`src/rtl/serial_logic_unit.sv`:
```
// Bit-serial AND/OR/XOR/NOR of two N-bit operands, one bit per clock, start/done handshake.
// Optional zero/parity result flags are enabled with `define SERIAL_LOGIC_FLAGS_EN.
module serial_logic_unit #(
    parameter int unsigned N = 8
) (
    input  logic         clk,
    input  logic         rst,
    input  logic         start,
    input  logic [1:0]   op,
    input  logic [N-1:0] A,
    input  logic [N-1:0] B,
    output logic [N-1:0] C,
    output logic         busy,
    output logic         done
`ifdef SERIAL_LOGIC_FLAGS_EN
    ,
    output logic         zero,
    output logic         parity
`endif
);

    localparam int unsigned CntW = $clog2(N);

    typedef enum logic [1:0] {StIdle, StRun, StDone} state_e;

    state_e          state_q, state_d;
    logic [N-1:0]    sa_q, sa_d;
    logic [N-1:0]    sb_q, sb_d;
    logic [N-1:0]    sr_q, sr_d;
    logic [N-1:0]    c_q, c_d;
    logic [1:0]      sop_q, sop_d;
    logic [CntW-1:0] cnt_q, cnt_d;
    logic            res_bit;

    always_comb begin
        unique case (sop_q)
            2'b00:   res_bit = sa_q[0] & sb_q[0];
            2'b01:   res_bit = sa_q[0] | sb_q[0];
            2'b10:   res_bit = sa_q[0] ^ sb_q[0];
            default: res_bit = ~(sa_q[0] | sb_q[0]);
        endcase
    end

    always_comb begin
        state_d = state_q;
        sa_d    = sa_q;
        sb_d    = sb_q;
        sr_d    = sr_q;
        c_d     = c_q;
        sop_d   = sop_q;
        cnt_d   = cnt_q;
        unique case (state_q)
            StIdle: begin
                if (start) begin
                    sa_d    = A;
                    sb_d    = B;
                    sop_d   = op;
                    sr_d    = '0;
                    cnt_d   = '0;
                    state_d = StRun;
                end
            end
            StRun: begin
                sa_d  = {1'b0, sa_q[N-1:1]};
                sb_d  = {1'b0, sb_q[N-1:1]};
                // LSB enters first and ends up at sr[0] after N shifts
                sr_d  = {res_bit, sr_q[N-1:1]};
                cnt_d = cnt_q + CntW'(1);
                if (cnt_q == CntW'(N - 1)) begin
                    c_d     = sr_d;
                    state_d = StDone;
                end
            end
            StDone:  state_d = StIdle;
            default: state_d = StIdle;
        endcase
    end

    always_ff @(posedge clk or posedge rst) begin
        if (rst) begin
            state_q <= StIdle;
            sa_q    <= '0;
            sb_q    <= '0;
            sr_q    <= '0;
            c_q     <= '0;
            sop_q   <= '0;
            cnt_q   <= '0;
        end else begin
            state_q <= state_d;
            sa_q    <= sa_d;
            sb_q    <= sb_d;
            sr_q    <= sr_d;
            c_q     <= c_d;
            sop_q   <= sop_d;
            cnt_q   <= cnt_d;
        end
    end

    assign C    = c_q;
    assign busy = (state_q == StRun);
    assign done = (state_q == StDone);

`ifdef SERIAL_LOGIC_FLAGS_EN
    logic zero_q, parity_q;

    // Flags track C: computed from the final result on the edge that loads C
    always_ff @(posedge clk or posedge rst) begin
        if (rst) begin
            zero_q   <= 1'b1;
            parity_q <= 1'b0;
        end else if (state_q == StRun && cnt_q == CntW'(N - 1)) begin
            zero_q   <= (c_d == '0);
            parity_q <= ^c_d;
        end
    end

    assign zero   = zero_q;
    assign parity = parity_q;
`endif

endmodule

```
`config.mk`:
```
export PLATFORM = sky130hd
export DESIGN_NAME = serial_logic_unit
export DESIGN_NICKNAME = d
export VERILOG_FILES = /design/src/rtl/serial_logic_unit.sv
export SDC_FILE = /design/constraint.sdc
export NUM_CORES = 1
export LEC_CHECK = 0
export CAP_MARGIN = 0
export CORE_MARGIN = 3
export CORE_UTILIZATION = 25
export DETAILED_ROUTE_END_ITERATION = 8
export DONT_BUFFER_PORTS = 1
export GPL_TIMING_DRIVEN = 0
export SLEW_MARGIN = 0
export SYNTH_ARGS = -nofsm -noshare
export SYNTH_HDL_FRONTEND = slang
export SYNTH_SLANG_ARGS = --single-unit
export TNS_END_PERCENT = 30
```
`constraint.sdc`:
```
create_clock -name clk -period 1.95 [get_ports clk]
set_input_delay 0.39 -clock clk [delete_from_list [all_inputs] [get_ports clk]]
set_output_delay 0.39 -clock clk [all_outputs]
set_load 0.02 [all_outputs]
```
; Word level (Yosys, flattened, before mapping)
; Cells that the tools add are included.
[op_classes]
add_sub_neg = 1
n_mul = 0
div_mod_pow = 0
n_eq_ne = 7
reduce_logical = 7
bitwise = 4
shift = 0
n_mux = 12
order_cmp = 0
[op_table]
columns = cell, n
row1 = $pmux 8 s2, 3
row2 = $mux 8, 3
row3 = $reduce_and 2->1, 4
row4 = $pmux 3 s2, 1
row5 = $eq 2x1->1 const B, 2
row6 = $eq 2x2->1 const B, 2
row7 = $logic_not 2->1, 2
row8 = $mux 2, 2
row9 = $pmux 2 s2, 1
row10 = $add 3x1->3 const B, 1
row11 = $eq 3x3->1 const B, 1
row12 = $mux 3, 1
row13 = $pmux 1 s3, 1
row14 = $ne 2x1->1 const B, 1
row15 = $ne 2x2->1 const B, 1
row16 = $reduce_bool 2->1, 1
row17 = $and 1x1->1, 1
row18 = $not 1->1, 1
row19 = $or 1x1->1, 1
row20 = $xor 1x1->1, 1
[totals]
word_cells = 38
latch_bits = 0
out_inout_bits = 10
ram_bits = 0
input_bits = 21
rom_bits = 0
reg_bits = 39
n_memories = 0

; Depth between registers and ports, before layout
[logic_depth]
depth_word = 4
mapped_depth = 6
ltp_nobuf = 5

; Worst setup path after synthesis
; Ideal clock, no wire load.
[synth_timing]
kind = register to register
from = register cnt_q[0]
to = register c_q[0], in the netlist C[0]
stages_incl_launch_ff = 5
arrival_ps = 1299
setup_slack_ps = 526
setup_time_ps = 125
synth_period_minus_slack_ps = 1424
t_required_ps = 1825
n_path_buf = 0
path_cell_list = dfrtp_1 ha_1 ha_1 nand3b_2 mux2_2
[synth_via]
elab_chain_len = 2
[synth_rtl]
columns = item, line_no
row1 = from (decl), 32  ; logic [CntW-1:0] cnt_q, cnt_d;
row2 = from (signal assigned), 95  ; cnt_q <= cnt_d;
row3 = $eq 3x3->1, 69  ; if (cnt_q == CntW'(N - 1)) begin
row4 = $reduce_and 2->1 (no line), -
row5 = to (signal assigned), 85  ; c_q <= '0;
row6 = to (signal assigned), 93  ; c_q <= c_d;
row7 = to (decl), 30  ; logic [N-1:0] c_q, c_d;
; No other way between the ends.
; A chain may end at the register's enable or synchronous reset.

; Final worst setup path
[layout_timing]
from = register state_q[1]
to = output port busy
[layout_via]
elab_chain_len = 1
[layout_rtl]
columns = item, line_no
row1 = from (decl), 26  ; state_e state_q, state_d;
row2 = from (signal assigned), 81  ; state_q <= StIdle;
row3 = from (signal assigned), 89  ; state_q <= state_d;
row4 = $eq 2x1->1, 100  ; assign busy = (state_q == StRun);
row5 = to (decl), 13  ; output logic busy,
; No other way between the ends.

==> summary by stage <==
Place
In this run the tool buffered the top-level ports with 0 buffer cells. The number of placed instances, taps included, is 248. The routability-driven placement congestion ratio is 0.7128. The HPWL reported at the end of detailed placement is 2.526 mm.

STA
Setup repair after global routing left no endpoint under its margin. For the pin with the worst max-slew slack, the measured transition is 0.8092 ns. The final number of max-transition violations was 0. The worst clock skew is 0.006275 ns.

In this run the tightest slew margin relative to its limit is 45.98%. The number of endpoints with negative hold slack in the final report is 0. The highest achievable clock rate is about 550 MHz. The count of final setup violators is 0. The sum of negative setup slack is 0 ns.

In the finished design, the share of the clock period the worst path needs comes to 92.98%. The clock period could shrink to 1.813 ns. The post-route worst hold slack is 0.1342 ns.

Floorplan
The die covers 0.007956 mm². The die outline height is approximately 89 µm. 31 I/O pins were placed.

The total area inside the core boundary comes to 0.006531 mm². The die extent in x is between 80 and 90 µm. The number of standard-cell rows in the floorplan is 29. Once the floorplan was initialized, standard cells occupied a little over a quarter of the core.

Logic synthesis
Summing every instance area after synthesis gives approximately 0.0017 mm². Summing the areas of all compound-gate instances in the mapped netlist gives 2.748% of the synthesized area. Measured against the total synthesized area, the mux share comes to 4.555%. The parity-gate share of the synthesized area counting xor and xnor cells is 0%. The adder-cell area share of the yosys netlist is 2.892%. The combinational family with the most area after synthesis is simple AND/OR/NAND/NOR gates. The largest total area in the synthesized netlist belongs to sky130_fd_sc_hd__dfrtp_1. Summed over its instances, the top area cell type makes up between 50% and 60% of the synthesized netlist area. The share of the Yosys chip area taken by registers is 54.95%. Synthesis produced a netlist with a net count of 196. After synthesis the netlist holds a flip-flop and latch count of 38.

The number of standard cells after synthesis is 171. By area the synthesized netlist is led by sky130_fd_sc_hd__dfrtp_1, sky130_fd_sc_hd__nand2_1, sky130_fd_sc_hd__nand3_1, sky130_fd_sc_hd__nand3_2, sky130_fd_sc_hd__mux2_2. The Yosys step of the flow raised 0 warnings.

Summing the areas of all and, or, nand and nor instances in the mapped netlist gives approximately 30% of the synthesized area. After synthesis, the netlist uses 25 different library cells. The average footprint of a synthesized cell is about 10 µm².

Routing
After detailed routing, the number of remaining DRC violations is 0. Dividing the detail-routed wire length by the instance count gives 13.89 µm. In this run the remaining antenna-violating nets after routing total 0. The violation count after the first detailed-route iteration is between 100 and 150. The routed wire length is between 3 and 4 mm. The via total after detailed routing is 1,204. For this run, the detailed router's first-pass iteration total came to 4. The via-per-instance ratio is 4.722.

Clocking
Hold repair after CTS inserted 0 buffers. The count of clock tree sinks is 38. Once the clock tree was built, the setup fixing pass inserted 0 buffers. The clock passes through at most 2 buffers. At the later pin of the worst-skew pair, clock insertion delay measures 0.28 ns. The CTS root buffer is sky130_fd_sc_hd__clkbuf_8.

The number of clock buffers added by TritonCTS is 5. The clock-pin slew of the registers on the worst-case setup and hold paths is 0.08 ns. The number of gates resized after CTS was 0. TritonCTS built the clock tree. The H-tree generated during clock tree synthesis spans 2 levels.

Critical path
The worst endpoint required time is 1.56 ns. The critical path startpoint category is a register. The worst setup path is of the register to output pin kind. The critical path goes through nand2b_1, buf_4, inv_2, buf_2. Data arrives at the worst endpoint at 1.42 ns.

STA classifies the critical path endpoint as an output pin. The biggest fanout along the worst timing path is 10. The library cell contributing the largest single delay on the critical path is sky130_fd_sc_hd__dfrtp_1. On the worst path, the slowest cell contributes a delay of just over 0.4 ns.

Pwr
The portion of total power attributed to the clock network is roughly a fifth. The part of the total power dissipated in sequential elements is 45.6%. Net switching is between 30% and 40% of the power.

The power share of the combinational group is around a third. Cell internal power was estimated by the tool at 2003 µW. In this run the static leakage power is 0.0009537 µW. The peak ir drop on the vdd network is 0.3549 mV. Summed over all nets, the switching power comes to 1237 µW. Total power for the finished layout comes to 3240 µW.

Dividing total power by cell area gives a power density of 1670 mW/mm².

GRT
For this run, global-route usage on met2 was measured as 14.67%. The most utilized layer in the global route result is met2. The number of antenna violations at the first check in global routing is 0.

Summed over all layers, the global routing overflow is 0. The number of global-route vias before repair is 1,139. The met1 capacity usage during global routing is 12.24%. The routing usage on met3 is 4.793%. The first-pass GRT wire length is 5.809 mm. The overall global routing resource usage is 9.789%. Entering global routing, the biggest net connects 39 pins.

Layout
The net count of the finished layout is approximately 200. At the end of the flow the core is filled with cells to 29.69%. The number of antenna diodes in the final layout is 0.

After filler insertion, the fill cell instance count of the layout stands at 700. The final cell count without fillers is 255. The share of post-route cells with drive strength above 1 is between 20% and 30%.

From synthesis to final layout, the design area changed by 12.08%.

Status
The flow ran to the end, and the final reports show no timing, DRC or antenna violations.

Run
The tool flagged a number of max-cap violations equal to 0.

Hold path
The path class of the tightest hold or removal check is primary input to async pin.
==> layout make-up <==
class	instances	area, µm²	area share [%]
Buffer	10	73.82	3.806
Clock buffer	6	82.58	4.258
Clock inverter	1	30.03	1.548
Inverter	5	18.77	0.9677
Multi-Input combinational cell	118	686.9	35.42
Sequential cell	38	950.9	49.03
Tap cell	77	96.34	4.968
==> worst max-delay path: cells and delay by family (launching register included) <==
family	cells	cell delay [ns]
flip-flops	1	0.41
buffers and inverters	3	0.58
AND/OR/NAND/NOR	1	0.15
==> path summary, 6_finish.rpt <==
kind | from | endpoint | slack, ns | cells after the start
worst max-delay path | state_q[1] | busy | 0.14 | 4
worst min register to register | sa_q[4] | sa_q[3] | 0.48 | 2
worst max register to register | cnt_q[0] | C[3] | 0.38 | 4
max in group asynchronous | rst | sb_q[7] | 1.29 | 1
worst min-delay path | rst | C[1] | 0.13 | 1
min in group clk | op[1] | sop_q[1] | 0.21 | 2
==> Yosys cell counts <==
cell and n:
sky130_fd_sc_hd__nand2_1 56, sky130_fd_sc_hd__dfrtp_1 38, sky130_fd_sc_hd__nand3_1 24, sky130_fd_sc_hd__nand3_2 12
sky130_fd_sc_hd__mux2_2 7, sky130_fd_sc_hd__buf_2 5, sky130_fd_sc_hd__ha_1 4, sky130_fd_sc_hd__inv_1 4
sky130_fd_sc_hd__buf_6 2, sky130_fd_sc_hd__nand2b_1 2, sky130_fd_sc_hd__o311ai_0 2, sky130_fd_sc_hd__o31ai_1 2
sky130_fd_sc_hd__a21oi_1 1, sky130_fd_sc_hd__and2b_1 1, sky130_fd_sc_hd__and3_1 1, sky130_fd_sc_hd__buf_4 1
sky130_fd_sc_hd__buf_8 1, sky130_fd_sc_hd__clkbuf_1 1, sky130_fd_sc_hd__inv_2 1, sky130_fd_sc_hd__nand3b_2 1
sky130_fd_sc_hd__nor3b_1 1, sky130_fd_sc_hd__o21ai_0 1, sky130_fd_sc_hd__o21ai_1 1, sky130_fd_sc_hd__or2_2 1
sky130_fd_sc_hd__or3b_1 1
==> registers in the layout (all words and copies together) (netlist names) <==
signal	count
sr_q	7
C	8
sa_q	8
sop_q	2
cnt_q	3
sb_q	8
state_q	2
==> cells by family (layout without fill, tap and decap cells) <==
| kind of cell | count (synthesis) | after routing |
|---|---|---|
| mux | 7 | 7 |
| flops | 38 | 38 |
| fa+ha+maj | 4 | 4 |
| buf+inv | 15 | 22 |
| simple gates | 100 | 100 |
| compound gates | 7 | 7 |
==> per-stage QoR <==
step / area [µm²] / setup slack [ns]
after floorplan: 1730 / 0.5259
after global placement: 1827 / 0.2121
after detailed placement: 1827 / 0.3821
after CTS: 1939 / 0.1235
after global routing: 1939 / 0.05286
final: 1939 / 0.1369
==> metal layers <==
metal,wire [µm],up-vias
li1,-,583
met1,1574,596
met2,1697,23
met3,249,2
met4,21,0
met5,0,-
==> power by group through the flow <==
| stage | clock, µW | combinational [µW] | sequential (µW) |
|---|---|---|---|
| floorplan | 0 | 904 | 1430 |
| global placement | 0 | 1090 | 1490 |
| detailed placement | 0 | 1110 | 1500 |
| CTS | 698 | 1110 | 1480 |
| global route | 729 | 1260 | 1530 |
| finish | 678 | 1090 | 1480 |
==> cell usage in the layout, fill, tap and decap left out <==
cell,netlist,layout
sky130_fd_sc_hd__a21oi_1,1,1
sky130_fd_sc_hd__and2b_1,1,1
sky130_fd_sc_hd__and3_1,1,1
sky130_fd_sc_hd__buf_2,5,5
sky130_fd_sc_hd__buf_4,1,1
sky130_fd_sc_hd__buf_6,2,2
sky130_fd_sc_hd__buf_8,1,1
sky130_fd_sc_hd__bufinv_16,0,1
sky130_fd_sc_hd__clkbuf_1,1,1
sky130_fd_sc_hd__clkbuf_8,0,6
sky130_fd_sc_hd__dfrtp_1,38,38
sky130_fd_sc_hd__ha_1,4,4
sky130_fd_sc_hd__inv_1,4,3
sky130_fd_sc_hd__inv_2,1,2
sky130_fd_sc_hd__mux2_2,7,7
sky130_fd_sc_hd__nand2_1,56,56
sky130_fd_sc_hd__nand2b_1,2,2
sky130_fd_sc_hd__nand3_1,24,24
sky130_fd_sc_hd__nand3_2,12,12
sky130_fd_sc_hd__nand3b_2,1,1
sky130_fd_sc_hd__nor3b_1,1,1
sky130_fd_sc_hd__o21ai_0,1,1
sky130_fd_sc_hd__o21ai_1,1,1
sky130_fd_sc_hd__o311ai_0,2,2
sky130_fd_sc_hd__o31ai_1,2,2
sky130_fd_sc_hd__or2_2,1,1
sky130_fd_sc_hd__or3b_1,1,1
Note: power is estimated with default switching activity, not from simulation.
==> RTL edit, RTL diff (config.mk and constraints unchanged) <==
Add a define of `SERIAL_LOGIC_FLAGS_EN`.
--- a/src/rtl/serial_logic_unit.sv
+++ b/src/rtl/serial_logic_unit.sv
@@ -2,2 +2,4 @@
 // Optional zero/parity result flags are enabled with `define SERIAL_LOGIC_FLAGS_EN.
+`define SERIAL_LOGIC_FLAGS_EN
+
 module serial_logic_unit #(
Check against the original RTL (old outputs only; new: parity and zero): equivalent (Yosys induction, for registers that start in step).
==> RTL edit against the original RTL <==
The flow now finishes with violations (negative setup slack); sequential cell count grew 2; utilization grew 1.7 points; non-clock buffer count grew 6; wire length grew 10%; maximum frequency shrank 8.4%; sequential power grew 5%; total power grew 26%; final area grew 19%; area after synthesis grew 9.9%; critical path depth grew 5; cell count grew 14%; setup slack lost 0.17 ns; largest power group is now combinational cells.
==> RTL edit: results (changes against the original RTL) <==
----------------------------------------------------
[Status]
  Result of the run ... finished with violations (was finished clean)
  Violations in the final reports ... negative setup slack

[Synth]
  Net count after synthesis ... 206 (was 196)
  Fraction of synthesized cell area in xor and xnor cells ... 1.38% (was 0%)
  Post-Synthesis Cell Area ... 0.00190 mm^2 (was 0.00173 mm^2)
  Largest cells by area after synthesis ... sky130_fd_sc_hd__dfrtp_1 (51%), sky130_fd_sc_hd__mux2i_1 (8.4%), sky130_fd_sc_hd__nand2_1 (7.7%) (was sky130_fd_sc_hd__dfrtp_1 (55%), sky130_fd_sc_hd__nand2_1 (12%), sky130_fd_sc_hd__nand3_1 (6.9%))
  Multiplexer share of the synthesized area ... 12.2% (was 4.56%)
  Fraction of the mapped netlist area in adder cells ... 5.26% (was 2.89%)
  Sequential-to-total area share from yosys stat ... 52.7% (was 55.0%)

[Finish]
  Buffer share of cell area ... 5.60% (was 3.81%)
  Share of final-layout standard cells stronger than drive strength 1 ... 27.1% (was 21.9%)
  Non-CTS inverters ... 12 (was 5)
  Signal buffers ... 16 (was 10)
  Multi-input comb cells ... 116 (was 118)
  Number of filler cells placed in the layout ... 740 (was 700)

[Place]
  Placed cell count ... 276 (was 248)
  Placed instance area ... 0.00204 mm^2 (was 0.00183 mm^2)

[Timing]
  Setup clock skew after layout ... 0.00554 ns (was 0.00627 ns)
  Worst Setup Slack, final ... -0.0287 ns (was 0.137 ns)
  Setup-failing EPs final ... 1 (was 0)

[Detailed routing]
  Amount of wire on met2 after detailed routing ... 1.85 mm (was 1.70 mm)
  Sum of routed wire segments on met1 ... 1.76 mm (was 1.57 mm)

[Power and ir drop]
  Static leakage ... 1.03 nW (was 0.954 nW)
  Worst voltage drop across the vdd grid ... 0.465 mV (was 0.355 mV)

[Setup path]
  Largest fanout of any net on the critical path ... 6 (was 10)

----------------------------------------------------
-- RTL edit: layer usage --
metal  up-vias  track usage, %
li1        613               -
met1       585            12.1
met2        23            14.7
met3         4            4.42
met4         0            2.56
met5         -               0
-- RTL edit: cells by family (layout without fill, tap and decap cells) --
family	Yosys count	count (layout)
and+or+nand+nor	48	48
DFF	40	40
AOI/OAI and AO/OA	35	35
muxes	22	22
buffers and inverters	21	36
adders and majority gates	8	8
xor gates and xnor gates	3	3
-- RTL edit: path summary, 6_finish.rpt --
kind,startpoint,endpoint,slack [ns],cells after the start
worst max-delay path,cnt_q[0],parity,-0.03,9
worst min register to register,sb_q[6],sb_q[5],0.49,2
worst min-delay path,rst,sb_q[1],0.14,1
worst max register to register,cnt_q[0],parity,-0.03,9
min in group clk,A[7],sa_q[7],0.22,2
max in group asynchronous,rst,cnt_q[0],1.27,1
-- RTL edit: critical path, cell delays in order, from the launching register on --
cell and delay, ns:
sky130_fd_sc_hd__dfrtp_1 0.40, sky130_fd_sc_hd__ha_2 0.19, sky130_fd_sc_hd__ha_4 0.18, sky130_fd_sc_hd__nand2_8 0.09, sky130_fd_sc_hd__buf_4 0.12, sky130_fd_sc_hd__mux2i_2 0.23, sky130_fd_sc_hd__ha_1 0.29, sky130_fd_sc_hd__xnor2_2 0.14
sky130_fd_sc_hd__xnor2_1 0.16, sky130_fd_sc_hd__o21ai_1 0.07
-- RTL edit: repair_timing --
action	in CTS	in global routing
pin swaps	7	3
setup endpoints to repair	1	2
resized for setup	7	8
setup buffers	6	1
-- RTL edit: where the power goes --
part | total (mW) | internal [mW] | switching (mW)
sequential | 1.55 | 1.17 | 0.387
combinational | 1.78 | 0.865 | 0.911
clock | 0.741 | 0.452 | 0.289
